`src/rtl/pll_seq_pkg.sv`:
```
// Shared types and default constants for the PLL lock sequencer.
package pll_seq_pkg;

  typedef enum logic [2:0] {
    RESET_PLL,
    WAIT_LOCK,
    STABLE,
    LOCKED,
    FAIL
  } seq_state_t;

  localparam int unsigned DEF_RST_CYCLES    = 500;
  localparam int unsigned DEF_LOCK_TIMEOUT  = 100000;
  localparam int unsigned DEF_STABLE_CYCLES = 1024;
  localparam logic [5:0]  DEF_ICP_MIN       = 6'd1;
  localparam logic [5:0]  DEF_ICP_MAX       = 6'd32;
  localparam logic [2:0]  DEF_LPFRES        = 3'd2;

  function automatic int unsigned max3(input int unsigned a, input int unsigned b,
                                       input int unsigned c);
    int unsigned m;
    m = (a > b) ? a : b;
    return (m > c) ? m : c;
  endfunction

endpackage

```
`src/rtl/sync2.sv`:
```
// Two-flop synchronizer for a single asynchronous level, resets to 0.
module sync2 (
  input  logic clk,
  input  logic rst_n,
  input  logic d,
  output logic q
);

  logic meta;

  always_ff @(posedge clk or negedge rst_n) begin
    if (!rst_n) begin
      meta <= 1'b0;
      q    <= 1'b0;
    end else begin
      meta <= d;
      q    <= meta;
    end
  end

endmodule

```
`src/rtl/pll_lock_sequencer.sv`:
```
// PLL bring-up sequencer: pulses PLL reset, waits for lock, qualifies it and
// steps through charge-pump codes until lock is achieved or all codes fail.
module pll_lock_sequencer
  import pll_seq_pkg::*;
#(
  parameter int unsigned RST_CYCLES    = DEF_RST_CYCLES,
  parameter int unsigned LOCK_TIMEOUT  = DEF_LOCK_TIMEOUT,
  parameter int unsigned STABLE_CYCLES = DEF_STABLE_CYCLES,
  parameter logic [5:0]  ICP_MIN       = DEF_ICP_MIN,
  parameter logic [5:0]  ICP_MAX       = DEF_ICP_MAX,
  parameter logic [2:0]  LPFRES        = DEF_LPFRES
) (
  input  logic       init_clk,
  input  logic       rstn,
  input  logic       pll_lock,
  output logic       pll_rst,
  output logic [5:0] icpsel,
  output logic [2:0] lpfres,
  output logic       lock,
  output logic       user_rst_n,
  output logic       fail,
  output logic [7:0] relock_cnt
);

  localparam int unsigned TMAX = max3(RST_CYCLES, LOCK_TIMEOUT, STABLE_CYCLES);
  localparam int unsigned TW   = $clog2(TMAX + 1);

  localparam logic [TW-1:0] RST_LAST     = TW'(RST_CYCLES - 1);
  localparam logic [TW-1:0] TIMEOUT_LAST = TW'(LOCK_TIMEOUT - 1);
  // The WAIT_LOCK cycle that first sees lock_s counts as locked cycle 1,
  // so STABLE itself needs STABLE_CYCLES-1 more cycles (timer 0..SC-2).
  localparam logic [TW-1:0] STABLE_LAST  = TW'((STABLE_CYCLES >= 2) ? STABLE_CYCLES - 2 : 0);

  seq_state_t    state, state_nxt;
  logic [TW-1:0] timer, timer_nxt;
  logic [5:0]    icp_nxt;
  logic          relock_evt;
  logic          lock_s;

  sync2 u_lock_sync (
    .clk   (init_clk),
    .rst_n (rstn),
    .d     (pll_lock),
    .q     (lock_s)
  );

  assign lpfres = LPFRES;

  always_comb begin
    state_nxt  = state;
    icp_nxt    = icpsel;
    relock_evt = 1'b0;
    timer_nxt  = '0;

    case (state)
      RESET_PLL: begin
        if (timer == RST_LAST) state_nxt = WAIT_LOCK;
      end
      WAIT_LOCK: begin
        if (lock_s) begin
          state_nxt = STABLE;
        end else if (timer == TIMEOUT_LAST) begin
          if (icpsel == ICP_MAX) begin
            state_nxt = FAIL;
          end else begin
            icp_nxt   = icpsel + 6'd1;
            state_nxt = RESET_PLL;
          end
        end
      end
      STABLE: begin
        if (!lock_s)                     state_nxt = RESET_PLL;
        else if (timer == STABLE_LAST)   state_nxt = LOCKED;
      end
      LOCKED: begin
        if (!lock_s) begin
          state_nxt  = RESET_PLL;
          relock_evt = 1'b1;
        end
      end
      FAIL:    state_nxt = FAIL;
      default: state_nxt = RESET_PLL;
    endcase

    // Timer restarts on every state entry and idles in the terminal states.
    if (state_nxt == state && state != LOCKED && state != FAIL)
      timer_nxt = timer + 1'b1;
  end

  always_ff @(posedge init_clk or negedge rstn) begin
    if (!rstn) begin
      state      <= RESET_PLL;
      timer      <= '0;
      icpsel     <= ICP_MIN;
      pll_rst    <= 1'b1;
      lock       <= 1'b0;
      user_rst_n <= 1'b0;
      fail       <= 1'b0;
      relock_cnt <= '0;
    end else begin
      state      <= state_nxt;
      timer      <= timer_nxt;
      icpsel     <= icp_nxt;
      pll_rst    <= (state_nxt == RESET_PLL);
      lock       <= (state_nxt == LOCKED);
      user_rst_n <= (state_nxt == LOCKED);
      fail       <= (state_nxt == FAIL);
      if (relock_evt && relock_cnt != '1)
        relock_cnt <= relock_cnt + 8'd1;
    end
  end

endmodule

```
`config.mk`:
```
export PLATFORM = sky130hd
export DESIGN_NAME = pll_lock_sequencer
export DESIGN_NICKNAME = d
export VERILOG_FILES = /design/src/rtl/pll_seq_pkg.sv /design/src/rtl/sync2.sv /design/src/rtl/pll_lock_sequencer.sv
export SDC_FILE = /design/constraint.sdc
export NUM_CORES = 1
export LEC_CHECK = 0
export CORE_MARGIN = 5
export CORE_UTILIZATION = 40
export CTS_CLUSTER_DIAMETER = 80
export DETAILED_ROUTE_END_ITERATION = 6
export GPL_ROUTABILITY_DRIVEN = 0
export GPL_TIMING_DRIVEN = 0
export PLACE_DENSITY_LB_ADDON = 0.25
export SYNTH_ARGS = -nofsm -noshare
export SYNTH_HDL_FRONTEND = slang
export SYNTH_SLANG_ARGS = --single-unit
```
`constraint.sdc`:
```
create_clock -name init_clk -period 2.25 [get_ports init_clk]
set_input_delay 0.5625 -clock init_clk [delete_from_list [all_inputs] [get_ports init_clk]]
set_output_delay 0.5625 -clock init_clk [all_outputs]
set_load 0.05 [all_outputs]
```
# Word-level counts from Yosys, hierarchy flattened
# Cells that the tools add are included.
[totals]
reg_bits = 39
input_bits = 3
out_inout_bits = 21
word_cells = 45
[classes]
n_addsub = 3
eq_ne = 14
mux = 11
bitwise_logic = 2
reduce_logical = 6
[ops]
columns = ["operator", "count"]
rows = [
  ["$mux 3", 7],
  ["$add 17x1->17 const B", 1],
  ["$eq 17x10->1 const B", 1],
  ["$eq 17x17->1 const B", 1],
  ["$eq 17x9->1 const B", 1],
  ["$mux 17", 1],
  ["$pmux 3 s5", 1],
  ["$eq 3x2->1 const B", 3],
  ["$add 8x1->8 const B", 1],
  ["$ne 8x8->1 const B", 1],
  ["$add 6x1->6 const B", 1],
  ["$eq 3x3->1 const B", 2],
  ["$eq 6x6->1 const B", 1],
  ["$logic_not 3->1", 2],
  ["$reduce_and 4->1", 1],
  ["$eq 3x1->1 const B", 1],
  ["$eq 3x3->1", 1],
  ["$logic_and 1x1->1", 3],
  ["$ne 3x2->1 const B", 1],
  ["$ne 3x3->1 const B", 1],
  ["$mux 1", 2],
  ["$not 1->1", 2],
]

# Depth between registers and ports, before layout
# Gate-level depths: netlist of run 1.
[depth]
word_depth = 9
mapped_depth = 8
mapped_depth_nobuf = 7

# Modules after synthesis
# A second synthesis of run 1 with hierarchy kept.
[unflattened]
cells_unflattened = 179
area_unflattened_um2 = 1858.0
[modules_own_cells]
columns = ["mod", "n_inst", "cells_each", "area_each_um2", "seq_area_each_um2"]
rows = [
  ["pll_lock_sequencer", 1, 177, 1808.0, 928.4],
  ["sync2", 1, 2, 50.0, 50.0],
]

# Least setup slack after synthesis of run 1
# No wires, ideal clock.
[synth_timing]
path_type = "reg-to-reg"
from = "register timer[5]"
to = "register timer[10]"
setup_time_ns = 0.119
t_arrival_ns = 1.888
t_required_ns = 2.131
setup_slack_ns = 0.243
path_stages_with_launch = 7
path_buffers = 1
synth_period_minus_slack_ns = 2.007
path_cell_list = "dfrtp_1 or4b_1 or3_4 o21ai_1 a21boi_4 buf_6 nor2_1"
[synth_between]
elab_chain_cells = 8
elab_cells_between_ends = 14
cone_classes = "1 x add/sub; 4 x eq/ne; 7 x mux; 2 x reduce/logical"
[synth_rtl]
columns = ["element", "line", "rtl"]
rows = [
  ["start: declaration", "pll_lock_sequencer.sv:35", "logic [TW-1:0] timer, timer_nxt;"],
  ["start signal: assignment", "pll_lock_sequencer.sv:102", "timer <= timer_nxt;"],
  ["$eq 17x10->1 / $eq 17x17->1 (equally long branches)", "pll_lock_sequencer.sv:73, pll_lock_sequencer.sv:62", ""],
  ["$mux 3 (on tied branches)", "pll_lock_sequencer.sv:73, pll_lock_sequencer.sv:62", ""],
  ["$mux 3 (on tied branches)", "pll_lock_sequencer.sv:72, pll_lock_sequencer.sv:60", ""],
  ["$pmux 3 s5", "pll_lock_sequencer.sv:55", "case (state)"],
  ["$eq 3x3->1", "pll_lock_sequencer.sv:86", "if (state_nxt == state && state != LOCKED && state != FAIL)"],
  ["$logic_and 1x1->1 (2 in a row)", "pll_lock_sequencer.sv:86", ""],
  ["$mux 17 *", "pll_lock_sequencer.sv:86", ""],
  ["named net timer_nxt[10]", "pll_lock_sequencer.sv:35", ""],
]
# The timed path passes the listed nets; every way through them passes the cells marked *.
# A chain may end at the register's enable or synchronous reset.

# Worst setup path after layout of run 1
[layout_timing]
from = "register relock_cnt[3]"
to = "output relock_cnt[3]"
[layout_lines]
columns = ["element", "line", "rtl"]
rows = [
  ["start: declaration", "pll_lock_sequencer.sv:22", "output logic [7:0] relock_cnt"],
  ["start signal: assignment", "pll_lock_sequencer.sv:109", "relock_cnt <= relock_cnt + 8'd1;"],
]
# No word-level cell between the ends.

==> results.md, run 1 <==
* Final hold vios at 0
* Grt total ovfl at 0
* Peak ir drop on the vdd network at 0.209 mV
* Die height at around 78 um
* Syn Inst Count at 180
* Critical path capture point type: output port
* Nets at around 220
* Clk sink count at 39
* Hold Startpoint: u_lock_sync.meta
* Post-Synth Simple-Gate Area at 24.2%
* Final Max Tran Viols at 0
* Critical path origin: relock_cnt[3]
* Largest stage delay, worst path at 0.85 ns
* CP required at ~1.7 ns
* Netlist cell types at 33
* Slew @ Worst Pin at approximately 0.85 ns
* Yosys warnings at 0
* H-tree level count at 2
* Area grow syn2layout at 21.0%
* XOR/XNOR Fraction of Synth Area at 12.6%
* Worst Skew at 0.00403 ns
* Mux share of post-synthesis cell area at 0%
* Max-capacitance violation count at 0
* Largest net degree at the start of global routing at 40
* Number of global-route vias before repair at 1,343
* Startpoint Class: register
* Wire per inst at 13.1 um
* Row count at 24
* Ranking of synthesized cells by area: dfrtp_1 49%, xnor2_1 7.5%, nor2_1 5.8%
* Largest area contributor in the netlist: dfrtp_1
* Achievable Freq at 464 MHz
* CTS tree: built
* CTS Hold Bufs at 0
* Die ar. at 0.00615 mm^2
* Clock buffer depth at 2
* Final antenna-violating net count at 0
* Worst path top cell family by delay: buffers and inverters
* Vias at roughly 1,300
* Synth top area share at between 40% and 50%
* Via density per instance at 5.03
* Setup violations, final at 0
* Die W at 78.4 um
* Worst r2r src: timer[2]
* I/O Pins at 24
* Post-detail-place hpwl at 2470 um
* Sequential-to-total area share from yosys stat at 52.2%
* Arrival @ worst endpoint at 1.59 ns
* CP Class: register to output port
* Final worst slack at 0.0928 ns
* Max_slew headroom at 43.4%
* Initial core utilization at a little over two fifths
* Crit path max fanout at 6
* First-pass GRT wire length at 6190 um
* Synth Area in Adders at 3.34%
* Layout cells sized above 1 at between 10% and 20%
* Fin crit share at 95.9%
* CTS buffer count at 5
* # DRC at 0
* Reg clk slew, reported paths at ~0.070 ns
* Core ar. at between 0.004 and 0.005 mm^2
* PortBufs at 20
* Compound-Gate Fraction of Synth Area at 3.67%
* RSZ-0062 raised after global routing: false
* Leakage at 1.06 nW
* Synth Cell Area at around 0.0019 mm^2
* TNS Setup at 0 ns
* Clock Tree Root: clkbuf_8
* Min cycle time layout at approximately 2.2 ns
* Status: finished clean
* Diodes inserted at 0
* CP max stage cell: clkdlybuf4s50_1
* 1st-pass router iterations at 4
* Synthesized flop and latch total at 39
* DRT iter0 DRCs at 70
* Largest family of logic cells by synthesized area: simple AND/OR/NAND/NOR gates
* Initial antenna violation count at 0
* Clock Latency Late Sink at roughly 0.29 ns
* Wirelength, routed at 3450 um
* Pre-CTS WS at about 0.033 ns
* CP Cell Sequence: clkdlybuf4s50_1
* Filler cell count at between 400 and 500
* Pwr per Cell Area at 550 mW/mm^2
* Worst Hold Class: register to register
* WP buf/inv at 1
* All-Layer GR Usage at 12.7%
* Avg Cell Area, Syn at 10.4 um^2
-- layer usage --
metal / vias to the layer above / share of wire [%] / track usage (%)
li1: 667 / - / -
met1: 631 / 49 / 16.2
met2: 24 / 45 / 20.2
met3: 6 / 4.2 / 4.00
met4: 0 / 1.8 / 5.24
met5: - / 0 / 0
-- cell usage after synthesis --
master and number:
dfrtp_1 37, nor2_1 29, xnor2_1 16, nand2_1 15, nand4_1 12, xor2_1 11
nand3_1 10, ha_1 5, inv_1 5, buf_4 4, nor2b_1 3, nor3b_1 3
nor4_1 3, a22o_1 2, and3_1 2, conb_1 2, dfstp_2 2, nor3_1 2
o21ai_1 2, or4_1 2, a21boi_4 1, and3_2 1, and4_1 1, buf_6 1
clkbuf_2 1, nor3_2 1, nor4b_1 1, o211a_1 1, o211ai_1 1, o21ai_0 1
or3_4 1, or4b_1 1, or4b_2 1
-- stage by stage --
step	util, %	power (W)	instances	instance area, um^2	hold WS, ns
2_1_floorplan	-	0.000732	181	1880	0.267
3_3_place_gp	48.2	0.000750	253	2140	0.332
3_5_place_dp	48.1	0.000750	253	2140	0.345
4_1_cts	50.3	0.00127	261	2240	0.362
5_1_grt	51.0	0.00130	264	2270	0.382
6_report	51.0	0.00125	264	2270	0.358
-- report_power, final --
| part | total, W | switching (W) | leakage (nW) | internal [W] |
|---|---|---|---|---|
| combinational | 0.0000305 | 0.0000245 | 0.487 | 0.00000594 |
| sequential | 0.000704 | 0.00000165 | 0.517 | 0.000703 |
| clock | 0.000511 | 0.000232 | 0.0515 | 0.000280 |
| total | 0.00125 | 0.000258 | 1.06 | 0.000988 |
-- kinds of logic after synthesis --
kind of cell,after synthesis
compound gates,8
flops,39
simple gates,88
other cells,2
buf+inv,11
xor+xnor,27
fa+ha+maj,5
-- final timing paths --
| check | end | slack, ns | cells past startpoint |
|---|---|---|---|
| max | relock_cnt[3] | 0.09 | 1 |
| min | u_lock_sync.q | 0.36 | 0 |
| max reg2reg | timer[13] | 0.10 | 7 |
| min reg2reg | u_lock_sync.q | 0.36 | 0 |
| max in group asynchronous | timer[8] | 1.29 | 1 |
| min in group asynchronous | relock_cnt[5] | 0.38 | 1 |
-- cell usage in the layout, fill, tap and decap left out, drive strengths merged, types with 2 or more instances in the layout --
master	n
clkbuf	9
nor3	3
clkdlybuf4s50	18
nor3b	3
nand2	15
and3	3
nor2b	3
ha	5
dfrtp	37
dfstp	2
or4b	2
or4	2
inv	5
xnor2	16
nand4	12
nand3	10
conb	3
nor2	29
o21ai	3
nor4	3
buf	9
a22o	2
xor2	11
-- area by class of cell --
| class | instances | area [um^2] | area share [%] |
|---|---|---|---|
| Timing Repair Buffer | 23 | 220 | 9.71 |
| Clock buffer | 8 | 100 | 4.42 |
| Inverter | 5 | 18.8 | 0.828 |
| Multi-Input combinational cell | 131 | 837 | 36.9 |
| Buffer | 6 | 46.3 | 2.04 |
| Sequential cell | 39 | 980 | 43.2 |
| Tap cell | 52 | 65.1 | 2.87 |
-- repair_timing --
item | 4_1_cts | 5_1_grt
gates resized for setup | 0 | 3
endpoints found under the setup margin | 0 | 11
buffers inserted | 0 | 3
-- sequential cells by signal (all words and copies together) (netlist names) --
name,flops
timer,17
relock_cnt,8
icpsel,6
state,3
fail,1
pll_rst,1
u_lock_sync.meta,1
u_lock_sync.q,1
user_rst_n,1
Power figures use the tool's default switching activity.
==> run 2, diff against run 1 <==
- DONT_BUFFER_PORTS: not set -> 1
- SKIP_LAST_GASP: not set -> 1
==> run 2 against run 1 <==
Count of clock-buffer cells in the layout shrank 3. Wire length shrank 2.3%. Critical path depth is 5 higher. Critical path type is now register to register. Largest power group unchanged. Power grew 14%.
==> results.md, run 2 (same netlist as run 1, synthesis figures left out) <==
* CP required at 2.43 ns (was 1.69 ns)
* PortBufs at 0 (was 20)
* Reg clk slew, reported paths at 0.08 ns (was 0.07 ns)
* Achievable Freq at 462 MHz (was 464 MHz)
* Die W at 78.4 um (unchanged)
* Final antenna-violating net count at 0 (unchanged)
* Wirelength, routed at 3370 um (was 3450 um)
* CP Class: register to register (was register to output port)
* Pre-CTS WS at 0.0402 ns (was 0.0326 ns)
* TNS Setup at 0 ns (unchanged)
* CTS buffer count at 5 (unchanged)
* Fin crit share at 96.3% (was 95.9%)
* DRT iter0 DRCs at 79 (was 70)
* Row count at 24 (unchanged)
* Biggest regs: timer: 17 flops, relock_cnt: 8 flops, icpsel: 6 flops (unchanged)
* Clock buffer depth at 2 (unchanged)
* CP max stage cell: or4b_1 (was clkdlybuf4s50_1)
* Max-capacitance violation count at 0 (unchanged)
* Worst Skew at 0.00710 ns (was 0.00403 ns)
* First-pass GRT wire length at 5800 um (was 6190 um)
* Initial core utilization at 42.1% (unchanged)
* Final cell count without fillers at 245 (was 264)
* Post-detail-place hpwl at 2370 um (was 2470 um)
* Diodes inserted at 0 (unchanged)
* Largest stage delay, worst path at 0.54 ns (was 0.85 ns)
* Number of global-route vias before repair at 1,253 (was 1,343)
* CTS tree: built (unchanged)
* Slew @ Worst Pin at 0.619 ns (was 0.849 ns)
* Die ar. at 0.00615 mm^2 (unchanged)
* Max_slew headroom at 58.7% (was 43.4%)
* Final hold vios at 0 (unchanged)
* H-tree level count at 2 (unchanged)
* Clk sink count at 39 (unchanged)
* Layout cells sized above 1 at 13.5% (was 12.3%)
* Largest net degree at the start of global routing at 38 (was 40)
* # DRC at 0 (unchanged)
* FF-to-FF setup slack at 0.08 ns (was 0.10 ns)
* Setup violations, final at 0 (unchanged)
* Worst Hold Class: input port to async pin (was register to register)
* Core ar. at 0.00444 mm^2 (unchanged)
* All-Layer GR Usage at 12.0% (was 12.7%)
* I/O Pins at 24 (unchanged)
* Status: finished clean (unchanged)
* Initial antenna violation count at 0 (unchanged)
* Pwr per Cell Area at 667 mW/mm^2 (was 550 mW/mm^2)
* Clock Latency Late Sink at 0.29 ns (about the same)
* Post-route design area at 0.00213 mm^2 (was 0.00227 mm^2)
* Largest reg by FF count: timer (unchanged)
* # placed instances at 233 (was 253)
* Via density per instance at 5.32 (was 5.03)
* Clock Tree Root: clkbuf_8 (unchanged)
* Wire per inst at 13.7 um (was 13.1 um)
* Vias at 1,304 (was 1,328)
* Startpoint Class: register (unchanged)
* 1st-pass router iterations at 4 (unchanged)
* Arrival @ worst endpoint at 2.34 ns (was 1.59 ns)
* Peak ir drop on the vdd network at 0.334 mV (was 0.209 mV)
* Layout Utilization at 47.8% (was 51.0%)
* Leakage at 0.991 nW (was 1.06 nW)
* Critical path capture point type: register (was output port)
* CP Cell Sequence: or4b_1 -> or3_4 -> o21ai_1 -> a21boi_4 -> buf_6 -> nor2_1 (was clkdlybuf4s50_1)
* Final Max Tran Viols at 0 (unchanged)
* Number of flip-flops under the largest register name at 17 (unchanged)
* Final worst slack at 0.0835 ns (was 0.0928 ns)
* Grt total ovfl at 0 (unchanged)
* Nets at 200 (was 219)
* Area grow syn2layout at 13.5% (was 21.0%)
* Most frequent cells in the layout: 37 x dfrtp_1, 29 x nor2_1, 16 x xnor2_1 (was 36 x dfrtp_1, 29 x nor2_1, 18 x clkdlybuf4s50_1)
* Area after DPL at 0.00194 mm^2 (was 0.00214 mm^2)
* Die height at 78.4 um (unchanged)
* Min cycle time layout at 2.17 ns (was 2.16 ns)
* Most common cell after layout, fill and taps aside: dfrtp_1 (unchanged)
* Crit path max fanout at 10 (was 6)
## run 2: per-stage QoR
step           hold slack [ns]  total power [W]
2_1_floorplan            0.267         0.000732
3_3_place_gp             0.268         0.000733
3_5_place_dp             0.268         0.000733
4_1_cts                 0.0901          0.00144
5_1_grt                 0.0806          0.00148
6_report                0.0959          0.00142
## run 2: worst paths after layout
| path | to | cells past startpoint | from |
|---|---|---|---|
| worst max register to register | timer[10] | 6 | timer[5] |
| worst min-delay path | relock_cnt[5] | 1 | rstn |
| max in group asynchronous | timer[10] | 1 | rstn |
| worst max-delay path | timer[10] | 6 | timer[5] |
| min in group init_clk | u_lock_sync.meta | 0 | pll_lock |
| worst min register to register | u_lock_sync.q | 0 | u_lock_sync.meta |
## run 2: timing repair
item / 4_1_cts / 5_1_grt
setup buffers: 0 / 3
hold endpoints to repair: 37 / 0
gates resized for setup: 0 / 1
hold buffers: 1 / 0
setup endpoints to repair: 0 / 10
## run 2: power by group
part	leakage, nW	switching [W]	internal [W]
clock	0.0644	0.000241	0.000442
combinational	0.407	0.0000237	0.00000753
sequential	0.519	0.00000160	0.000702
total	0.991	0.000266	0.00115
## run 2: area by class of cell
type	instances	area (um^2)
Fill cell	423	2320
Sequential cell	39	978
Multi-Input combinational cell	131	838
Clock buffer	5	68.8
Clock inverter	3	67.6
Tap cell	52	65.1
Buffer	6	46.3
Timing Repair Buffer	4	42.5
Inverter	5	18.8
## run 2: metal layers
metal	track usage, %	wire length (um)
met1	15.2	1550
met2	18.5	1580
met3	3.78	176
met4	5.77	63
met5	0	0
## run 2: worst max-delay path: cells and delay by family (launching register included)
kind | cells | cell delay [ns]
simple gates | 3 | 1.00
flops | 1 | 0.43
buf+inv | 1 | 0.18
compound gates | 2 | 0.45
==> run 3, diff against run 2 <==
- CTS_BUF_LIST: not set -> sky130_fd_sc_hd__clkbuf_4
==> run 3 against run 2 <==
Count of clock-buffer cells in the layout did not move. Hold slack got worse by 0.070 ns. Design area fell by 1.5%. Sequential power barely moved. First-iteration DRC count fell by 3.8%. Critical endpoint unchanged. Utilization fell by 0.70 points. Flip-flop and latch count did not move. Cell count did not move. Clock power fell by 16%. Non-clock buffer count did not move. Register-to-register slack barely moved.
==> results.md, run 3 (same netlist as run 1, synthesis figures left out) <==
* Clock Latency Late Sink at 0.35 ns (was 0.29 ns)
* DRT iter0 DRCs at 76 (was 79)
* Peak ir drop on the vdd network at 0.326 mV (was 0.334 mV)
* Critical path capture point type: register (unchanged)
* Initial antenna violation count at 0 (unchanged)
* Via density per instance at 5.36 (was 5.32)
* CP Class: register to register (unchanged)
* Post-route design area at 0.00209 mm^2 (was 0.00213 mm^2)
* Crit path max fanout at 10 (unchanged)
* Die ar. at 0.00615 mm^2 (unchanged)
* Reg clk slew, reported paths at 0.12 ns (was 0.08 ns)
* Largest net degree at the start of global routing at 38 (unchanged)
* # DRC at 0 (unchanged)
* CP required at 2.49 ns (was 2.43 ns)
* Biggest regs: timer: 17 flops, relock_cnt: 8 flops, icpsel: 6 flops (unchanged)
* Worst Hold Class: input port to async pin (unchanged)
* Max-capacitance violation count at 0 (unchanged)
* FF-to-FF setup slack at 0.09 ns (was 0.08 ns)
* Wirelength, routed at 3390 um (was 3370 um)
* 1st-pass router iterations at 4 (unchanged)
* Max_slew headroom at 58.6% (was 58.7%)
* I/O Pins at 24 (unchanged)
* Largest reg by FF count: timer (unchanged)
* Setup violations, final at 0 (unchanged)
* PortBufs at 0 (unchanged)
* Achievable Freq at 462 MHz (about the same)
* Area grow syn2layout at 11.8% (was 13.5%)
* Pwr per Cell Area at 626 mW/mm^2 (was 667 mW/mm^2)
* Area after DPL at 0.00194 mm^2 (unchanged)
* Filler cell count at 422 (was 423)
* Initial core utilization at 42.1% (unchanged)
* Min cycle time layout at 2.16 ns (was 2.17 ns)
* Wire per inst at 13.8 um (was 13.7 um)
* Layout cells sized above 1 at 13.5% (unchanged)
* Leakage at 0.978 nW (was 0.991 nW)
* Reg2Reg Depth at 6 (unchanged)
* Worst R2R End: timer[10] (unchanged)
* Startpoint Class: register (unchanged)
* Clock buffer depth at 2 (unchanged)
* CTS tree: built (unchanged)
* Largest stage delay, worst path at 0.53 ns (was 0.54 ns)
* Worst r2r src: timer[5] (unchanged)
* CTS buffer count at 5 (unchanged)
* Diodes inserted at 0 (unchanged)
* All-Layer GR Usage at 11.9% (was 12.0%)
* Final Max Tran Viols at 0 (unchanged)
* CP max stage cell: or4b_1 (unchanged)
* Worst path top cell family by delay: simple AND/OR/NAND/NOR gates (unchanged)
* Most frequent cells in the layout: 37 x dfrtp_1, 29 x nor2_1, 16 x xnor2_1 (unchanged)
* First-pass GRT wire length at 5810 um (was 5800 um)
* TNS Setup at 0 ns (unchanged)
* Number of global-route vias before repair at 1,255 (was 1,253)
* Status: finished clean (unchanged)
* Final hold vios at 0 (unchanged)
* Post-detail-place hpwl at 2370 um (unchanged)
* Clock Tree Root: clkbuf_4 (was clkbuf_8)
* Slew @ Worst Pin at 0.621 ns (was 0.619 ns)
* Die W at 78.4 um (unchanged)
* Worst Skew at 0.0141 ns (was 0.00710 ns)
* Fin crit share at 96.2% (was 96.3%)
* Arrival @ worst endpoint at 2.40 ns (was 2.34 ns)
* Nets at 200 (unchanged)
* Number of flip-flops under the largest register name at 17 (unchanged)
* Final worst slack at 0.0865 ns (was 0.0835 ns)
* H-tree level count at 2 (unchanged)
* Vias at 1,312 (was 1,304)
* Final antenna-violating net count at 0 (unchanged)
* Core ar. at 0.00444 mm^2 (unchanged)
* CP Cell Sequence: or4b_1 -> or3_4 -> o21ai_1 -> a21boi_4 -> buf_6 -> nor2_1 (unchanged)
* Most common cell after layout, fill and taps aside: dfrtp_1 (unchanged)
* WP buf/inv at 1 (unchanged)
* Grt total ovfl at 0 (unchanged)
* Pre-CTS WS at 0.0402 ns (unchanged)
* Row count at 24 (unchanged)
* Die height at 78.4 um (unchanged)
* Clk sink count at 39 (unchanged)
run 3: timing repair:
| action | CTS | global route |
|---|---|---|
| endpoints found under the hold margin | 37 | 0 |
| setup endpoints to repair | 0 | 10 |
| hold buffers | 1 | 0 |
| buffers inserted | 0 | 3 |
| gates resized for setup | 0 | 1 |
run 3: final cells by class:
cell class	count	area, um^2	area share, %
flip-flops and latches	39	978	46.7
plain buffers	6	46.3	2.21
well taps	52	65.1	3.11
inverters	5	18.8	0.896
multi-input cells	131	838	40.0
clock inverters	3	67.6	3.23
clock buffers	5	37.5	1.79
repair buffers	4	42.5	2.03
run 3: worst max-delay path by stage:
stage | from | end | slack [ns] | cells after the start
floorplan | timer[5] | timer[10] | 0.24 | 6
global placement | timer[5] | timer[8] | 0.06 | 6
detailed placement | timer[5] | timer[10] | 0.04 | 6
CTS | timer[5] | timer[10] | 0.02 | 6
global route | timer[5] | timer[9] | -0.03 | 6
finish | timer[5] | timer[10] | 0.09 | 6
run 3: report_power, final:
group	internal [W]	switching, W
combinational	0.00000753	0.0000237
sequential	0.000703	0.00000159
clock	0.000345	0.000230
run 3: routing by layer:
| metal | wire length, um | part of all wire [%] | vias up | GRT usage (%) |
|---|---|---|---|---|
| met5 | 0 | 0 | - | 0 |
| met4 | 51 | 1.5 | 0 | 4.72 |
| met3 | 154 | 4.5 | 6 | 3.78 |
| met2 | 1600 | 47 | 29 | 18.7 |
| met1 | 1580 | 47 | 643 | 15.3 |
| li1 | - | - | 634 | - |
run 3: stage by stage:
step | hold WS, ns | power, W | cells | util, %
2_1_floorplan | 0.267 | 0.000732 | 181 | -
3_3_place_gp | 0.268 | 0.000733 | 233 | 43.7
3_5_place_dp | 0.268 | 0.000733 | 233 | 43.7
4_1_cts | 0.0174 | 0.00133 | 242 | 46.5
5_1_grt | 0.00323 | 0.00137 | 245 | 47.1
6_report | 0.0257 | 0.00131 | 245 | 47.1
